$ cat src/rtl/clock_gate_ctrl.sv
// clock_gate_ctrl: per-channel OFF/WAKE/ON clock gating with settle delay, idle auto-gating and ICG latches.
// Optional GATE_STATS_EN adds per-channel saturating gated-cycle counters with synchronous clear.
module clock_gate_ctrl #(
    parameter int NUM_CH   = 3,
    parameter int IDLE_W   = 8,
    parameter int WAKE_DLY = 2
) (
    input  logic                clk,
    input  logic                reset,
`ifdef GATE_STATS_EN
    input  logic                stats_clr,
    output logic [NUM_CH*32-1:0] gated_cycles,
`endif
    input  logic [NUM_CH-1:0]   req,
    input  logic [NUM_CH-1:0]   busy,
    input  logic                force_on,
    input  logic [IDLE_W-1:0]   idle_thresh,
    output logic [NUM_CH-1:0]   gclk,
    output logic [NUM_CH-1:0]   clk_en,
    output logic [NUM_CH-1:0]   ready,
    output logic                all_off
);
    typedef enum logic [1:0] {OFF, WAKE, ON} state_t;
    state_t            state_q [NUM_CH];
    state_t            state_d [NUM_CH];
    logic [3:0]        wake_q  [NUM_CH];
    logic [3:0]        wake_d  [NUM_CH];
    logic [IDLE_W-1:0] idle_q  [NUM_CH];
    logic [IDLE_W-1:0] idle_d  [NUM_CH];
    logic [NUM_CH-1:0] idle, off_d, en_lat;
    logic              all_off_q;

    assign idle = ~(req | busy | {NUM_CH{force_on}});

    always_comb begin
        for (int c = 0; c < NUM_CH; c++) begin
            state_d[c] = state_q[c];
            wake_d[c]  = wake_q[c];
            idle_d[c]  = idle_q[c];
            case (state_q[c])
                OFF: if (req[c] | force_on) begin
                    state_d[c] = WAKE;
                    wake_d[c]  = 4'(WAKE_DLY);
                end
                WAKE: begin
                    wake_d[c] = wake_q[c] - 4'd1;
                    if (wake_q[c] == 4'd1) state_d[c] = ON;
                end
                default: begin
                    // >= so a lowered threshold gates on the very next idle cycle
                    if (!idle[c]) idle_d[c] = '0;
                    else if (idle_thresh != '0 && idle_q[c] >= idle_thresh - 1'b1) begin
                        state_d[c] = OFF;
                        idle_d[c]  = '0;
                    end
                    else if (~&idle_q[c]) idle_d[c] = idle_q[c] + 1'b1;
                end
            endcase
            off_d[c]  = state_d[c] == OFF;
            clk_en[c] = state_q[c] != OFF;
            ready[c]  = state_q[c] == ON;
        end
    end

    always_ff @(posedge clk or posedge reset) begin
        if (reset) begin
            for (int c = 0; c < NUM_CH; c++) begin
                state_q[c] <= OFF;
                wake_q[c]  <= '0;
                idle_q[c]  <= '0;
            end
            all_off_q <= 1'b1;
        end else begin
            for (int c = 0; c < NUM_CH; c++) begin
                state_q[c] <= state_d[c];
                wake_q[c]  <= wake_d[c];
                idle_q[c]  <= idle_d[c];
            end
            all_off_q <= &off_d;
        end
    end

    assign all_off = all_off_q;

    // ICG: latch open during clk low so enable changes never cut a high phase
    always_latch begin
        if (reset) en_lat <= '0;
        else if (!clk) en_lat <= clk_en;
    end

    assign gclk = {NUM_CH{clk}} & en_lat;

`ifdef GATE_STATS_EN
    logic [31:0] gated_q [NUM_CH];

    always_ff @(posedge clk or posedge reset) begin
        if (reset) begin
            for (int c = 0; c < NUM_CH; c++) gated_q[c] <= '0;
        end else begin
            for (int c = 0; c < NUM_CH; c++)
                gated_q[c] <= stats_clr ? '0 :
                              (!clk_en[c] && ~&gated_q[c]) ? gated_q[c] + 32'd1 : gated_q[c];
        end
    end

    always_comb begin
        for (int c = 0; c < NUM_CH; c++) gated_cycles[c*32 +: 32] = gated_q[c];
    end
`endif
endmodule

$ cat config.mk
export PLATFORM = sky130hd
export DESIGN_NAME = clock_gate_ctrl
export DESIGN_NICKNAME = d
export VERILOG_FILES = /design/src/rtl/clock_gate_ctrl.sv
export SDC_FILE = /design/constraint.sdc
export NUM_CORES = 1
export LEC_CHECK = 0
export ABC_AREA = 1
export CORE_MARGIN = 2
export CORE_UTILIZATION = 40
export DETAILED_ROUTE_END_ITERATION = 8
export GPL_TIMING_DRIVEN = 1
export SYNTH_ARGS = -nofsm -noshare
export SYNTH_HDL_FRONTEND = slang
export SYNTH_SLANG_ARGS = --single-unit
$ cat constraint.sdc
create_clock -name clk -period 1.8 [get_ports clk]
set_input_delay 0.45 -clock clk [delete_from_list [all_inputs] [get_ports clk]]
set_output_delay 0.45 -clock clk [all_outputs]
set_load 0.02 [all_outputs]
Word level (Yosys, flattened, before mapping)

Index checks and enable logic that the tools add are counted.

Bits in registers: 43
Bits in latches: 3
Output and inout port bits: 10
Word-level logic and storage cells: 111

Add/subtract/negate cells: 7
Magnitude comparators: 3
Eq/ne operators: 15
Mux-type cells: 34
Bitwise gates (word level): 10
Reduce and logical (&&, ||, !) cells: 29

Operators with widths:

| cell                                                                | count |
|---|---|
| 8-bit 2-to-1 mux                                                    | 9 |
| 8-bit by 1-bit adder with 8-bit output (second input constant)      | 3 |
| 8-bit greater-or-equal comparator                                   | 3 |
| 2-bit 2-to-1 mux                                                    | 12 |
| 4-bit case mux with 2 select lines                                  | 3 |
| 8-bit AND reduction                                                 | 3 |
| 4-bit by 1-bit == test with 1-bit output (second input constant)    | 3 |
| 2-bit zero test                                                     | 6 |
| 3-bit 2-to-1 mux                                                    | 4 |
| 4-bit 2-to-1 mux                                                    | 3 |
| 2-bit case mux with 2 select lines                                  | 3 |
| 2-bit AND reduction                                                 | 6 |
| 2-bit nonzero test                                                  | 6 |
| 4-bit by 1-bit subtractor with 4-bit output (second input constant) | 3 |
| 3-bit inequality test (second input constant)                       | 3 |
| 8-bit nonzero test                                                  | 1 |
| 8-bit by 1-bit subtractor with 8-bit output (second input constant) | 1 |
| 2-bit by 1-bit == test with 1-bit output (second input constant)    | 3 |
| 2-bit == test (second input constant)                               | 3 |
| 2-bit inequality test (second input constant)                       | 3 |
| 3-bit bitwise OR                                                    | 2 |
| 2-bit OR reduction                                                  | 3 |
| 3-bit bitwise AND                                                   | 1 |
| 1-bit logical AND                                                   | 3 |
| 4 further kinds                                                     | 8 |

Logic depth before layout (Yosys ltp)

Word-level depth: 8
Depth in mapped cells: 17
Depth with buffers taken out: 17

==> flow_summary_export.csv <==
group,metric,value,unit
synth,synth.top_cells.by_area,"sky130_fd_sc_hd__dfrtp_1 (32%), sky130_fd_sc_hd__ha_1 (9.6%), sky130_fd_sc_hd__inv_1 (9.3%), sky130_fd_sc_hd__nand2_1 (8.9%), sky130_fd_sc_hd__nand3_1 (7.2%)",
final_layout,layoutNonFillerInstCount,673,
power_and_ir_drop,power_switching_share,35.3,%
worst_setup_path,critical-path-slowest-cell,"sky130_fd_sc_hd__dlxtp_1",
worst_setup_path,worstSetupEndpointType,"output pin",
synth,synth_seq_cells,46,
global_routing,grt_start_max_net_pins,44,
worst_setup_path,worstRegToRegCells,16,
worst_setup_path,timing.critical_path.slowest_cell_delay,310,ps
global_routing,gr-max-usage-layer,"met2",
placement,post_placement_worst_setup_slack,-1020,ps
synth,synth.net_count,486,
final_layout,antenna_cells,0,
power_and_ir_drop,net-switching-power,1.68,mW
routing,drt_drc_violations_left,0,
global_routing,grt_util_met3,5.06,%
routing,drt_first_pass_iters,4,
routing,finalWirelength,8810,um
worst_setup_path,worstPathBufferInverterCount,2,
sta,final_max_slew_viol_count,0,
floorplan,die_height,94.2,um
final_layout,mostFrequentLayoutCell,"sky130_fd_sc_hd__buf_4",
synth,post_synth_instance_area,3260,um^2
sta,layout_setup_ws,-642,ps
routing,routed_via_density,4.92,
placement,placedCellCount,628,
sta,whs,484,ps
final_layout,final_cell_area,4890,um^2
min_path,holdCritPathClass,"flip-flop to flip-flop",
routing,dr_total_vias,3314,
power_and_ir_drop,p_leak,2.41,nW
clock_tree,worst_skew_pair.late_latency,550,ps
worst_setup_path,path_depth,3,
floorplan,starting_density_of_the_core,41.7,%
worst_setup_path,worstSetupPathType,"latch to output pin",
power_and_ir_drop,pwr-share-seq,27.8,%
synth,number_of_cells_produced_by_synthesis,444,
placement,gp_congestion,0.862,
routing,wl_per_cell,13.1,um
routing,route.antenna.remaining_nets,0,
clock_tree,cts_tree,"done",
final_layout,mostFrequentLayoutCells,"sky130_fd_sc_hd__buf_4 (69), sky130_fd_sc_hd__inv_1 (64), sky130_fd_sc_hd__nand2_1 (64), sky130_fd_sc_hd__dfrtp_1 (41), sky130_fd_sc_hd__nand3_1 (38)",
min_path,min_delay_path_depth,1,
sta,clock-skew-final,44.4,ps
placement,dp.final_hpwl,6090,um
global_routing,global_route.usage.met1,25.3,%
routing,drtIter0Drc,131,
global_routing,met2_capacity_usage_during_global_routing,34.5,%
power_and_ir_drop,combinational_power_share,34.8,%
sta,finalHoldViolCount,0,
placement,port_buffers,26,
worst_setup_path,timing.critical_path.required,1350,ps
worst_setup_path,worst-path-max-fanout,1,
global_routing,grt_pass1_wl,14200,um
sta,grt_setup_unrepaired,"yes",
power_and_ir_drop,pwr_density_cell,976,nW/um^2
worst_setup_path,critical_path.cell_chain,"nand2_1, inv_2, buf_6",
synth,yosysUniqueCellTypes,35,
power_and_ir_drop,fin_total_pwr,4.78,mW
flow_run,max_cap_viol_count,0,
placement,place_area,4130,um^2
sta,setup_viol,15,
floorplan,row_count,32,
status,failed_checks,"negative setup slack",
global_routing,track_usage,21.3,%
worst_setup_path,startpoint_types,"latch",
final_layout,design.final.nets,611,
power_and_ir_drop,clock_power_share,37.4,%
power_and_ir_drop,cellInternalPower,3.09,mW
floorplan,boundaryPins,27,
final_layout,layout-drive-gt1-share,37.5,%
final_layout,area_growth,50.3,%
worst_setup_path,critical_path.top_delay_family,"latches",
global_routing,via_count_of_the_first_global_routing_pass,3251,
sta,totalNegativeSetupSlack,-2070,ps
final_layout,layout.core_utilization,62.7,%
floorplan,coreArea,7810,um^2
final_layout,multi_input_gate_area_in_the_final_layout,2160,um^2
synth,yosys.area.top_type_share,32.3,%
sta,maxSlewHeadroom,78.1,%
global_routing,globalRoute.totalOverflow,0,
synth,synth_top_area_cell,"sky130_fd_sc_hd__dfrtp_1",
synth,per_instance_average_area_after_synthesis,7.33,um^2
final_layout,fillers,693,
worst_setup_path,critical_path_arrival,1990,ps
power_and_ir_drop,ir_worst_vdd,1.01,mV
clock_tree,clkSlewWorstSetupHoldPaths,80,ps
final_layout,final-seq-area,1120,um^2
global_routing,grt_antenna_before_repair,0,
sta,max_slew.worst_pin.slew,326,ps
floorplan,floorplan.die.width,94.2,um
status,status,"finished, violations left",
synth,yosysWarningCount,0,
floorplan,die_area,8880,um^2
flip-flops by register name (all words and copies together) (netlist names):
signal and count:
idle_q 24, all_off 1, en_lat 3, wake_q 12, state_q 6
cell usage after synthesis (all sizes together):
cell type	instances
a211oi	1
dlxtp	3
or2	3
dfstp	1
ha	25
nor2	50
dfrtp	42
o22ai	2
nor4	2
o21ai	27
nand3b	4
a21oi	18
nand4	12
buf	1
xnor2	4
clkbuf	1
nor3	8
inv	83
mux2i	2
nand3	47
and3	1
xor2	13
a22oi	1
nand2	92
a21boi	1
worst register-to-register path, stage by stage, from the launching register on:
cell and delay, ps:
sky130_fd_sc_hd__dfrtp_1 400, sky130_fd_sc_hd__inv_2 90, sky130_fd_sc_hd__ha_4 200, sky130_fd_sc_hd__inv_2 50, sky130_fd_sc_hd__a21oi_2 40, sky130_fd_sc_hd__o21ai_1 130
sky130_fd_sc_hd__nand2_1 70, sky130_fd_sc_hd__nand2_1 50, sky130_fd_sc_hd__nand2_1 50, sky130_fd_sc_hd__nand2_1 80, sky130_fd_sc_hd__nand2_2 90, sky130_fd_sc_hd__nand2_2 110
sky130_fd_sc_hd__nand2_4 80, sky130_fd_sc_hd__nand2_8 100, sky130_fd_sc_hd__nand2_8 80, sky130_fd_sc_hd__nand4_1 70, sky130_fd_sc_hd__o21ai_1 60
kinds of logic after synthesis:
| logic type | count (synthesis) | share of synthesized area [%] |
|---|---|---|
| buffers and inverters | 85 | 10.1 |
| adders and majority gates | 25 | 9.61 |
| muxes | 2 | 0.615 |
| DFF | 43 | 33.1 |
| AOI/OAI and AO/OA | 50 | 8.72 |
| latches | 3 | 1.38 |
| xor gates and xnor gates | 17 | 4.57 |
| and+or+nand+nor | 219 | 31.9 |
area by class of cell:
cell class / count / area share [%]
Sequential cell: 46 / 23.0
Clock buffer: 29 / 7.39
Clock inverter: 4 / 0.332
Timing Repair Buffer: 98 / 16.3
Tap cell: 102 / 2.61
Inverter: 80 / 6.26
Multi-Input combinational cell: 314 / 44.1
final timing paths:
path	startpoint	endpoint	slack, ps
max reg2reg	idle_q[16]	idle_q[16]	-40
min	wake_q[7]	wake_q[7]	480
max in group asynchronous	reset	all_off	510
min in group gated	reset	clock gate	500
min reg2reg	wake_q[7]	wake_q[7]	480
max in group gated	reset	clock gate	370
min in group asynchronous	reset	idle_q[8]	1030
max	en_lat[1]	gclk[1]	-640
layer usage:
metal	routed length [um]	vias up	part of all wire [%]
met2	4320	56	49
met1	4040	1561	46
met3	215	17	2.4
met4	234	0	2.7
met5	0	-	0
li1	-	1680	-
power groups by stage:
stage,logic (mW),clock network (mW),registers [mW]
2_1_floorplan,0.823,0.0948,1.32
3_3_place_gp,1.35,0.161,1.34
3_5_place_dp,1.37,0.161,1.35
4_1_cts,1.54,1.83,1.32
5_1_grt,1.85,1.92,1.36
6_report,1.66,1.78,1.33
timing repair:
action | in CTS | in global routing
hold buffers | 1 | 0
setup buffers | 11 | 8
pin swaps | 17 | 49
endpoints found under the hold margin | 1 | 0
setup endpoints to repair | 44 | 38
gates resized for setup | 94 | 55
gates cloned | 1 | 0
Note: power is estimated with default switching activity, not from simulation.
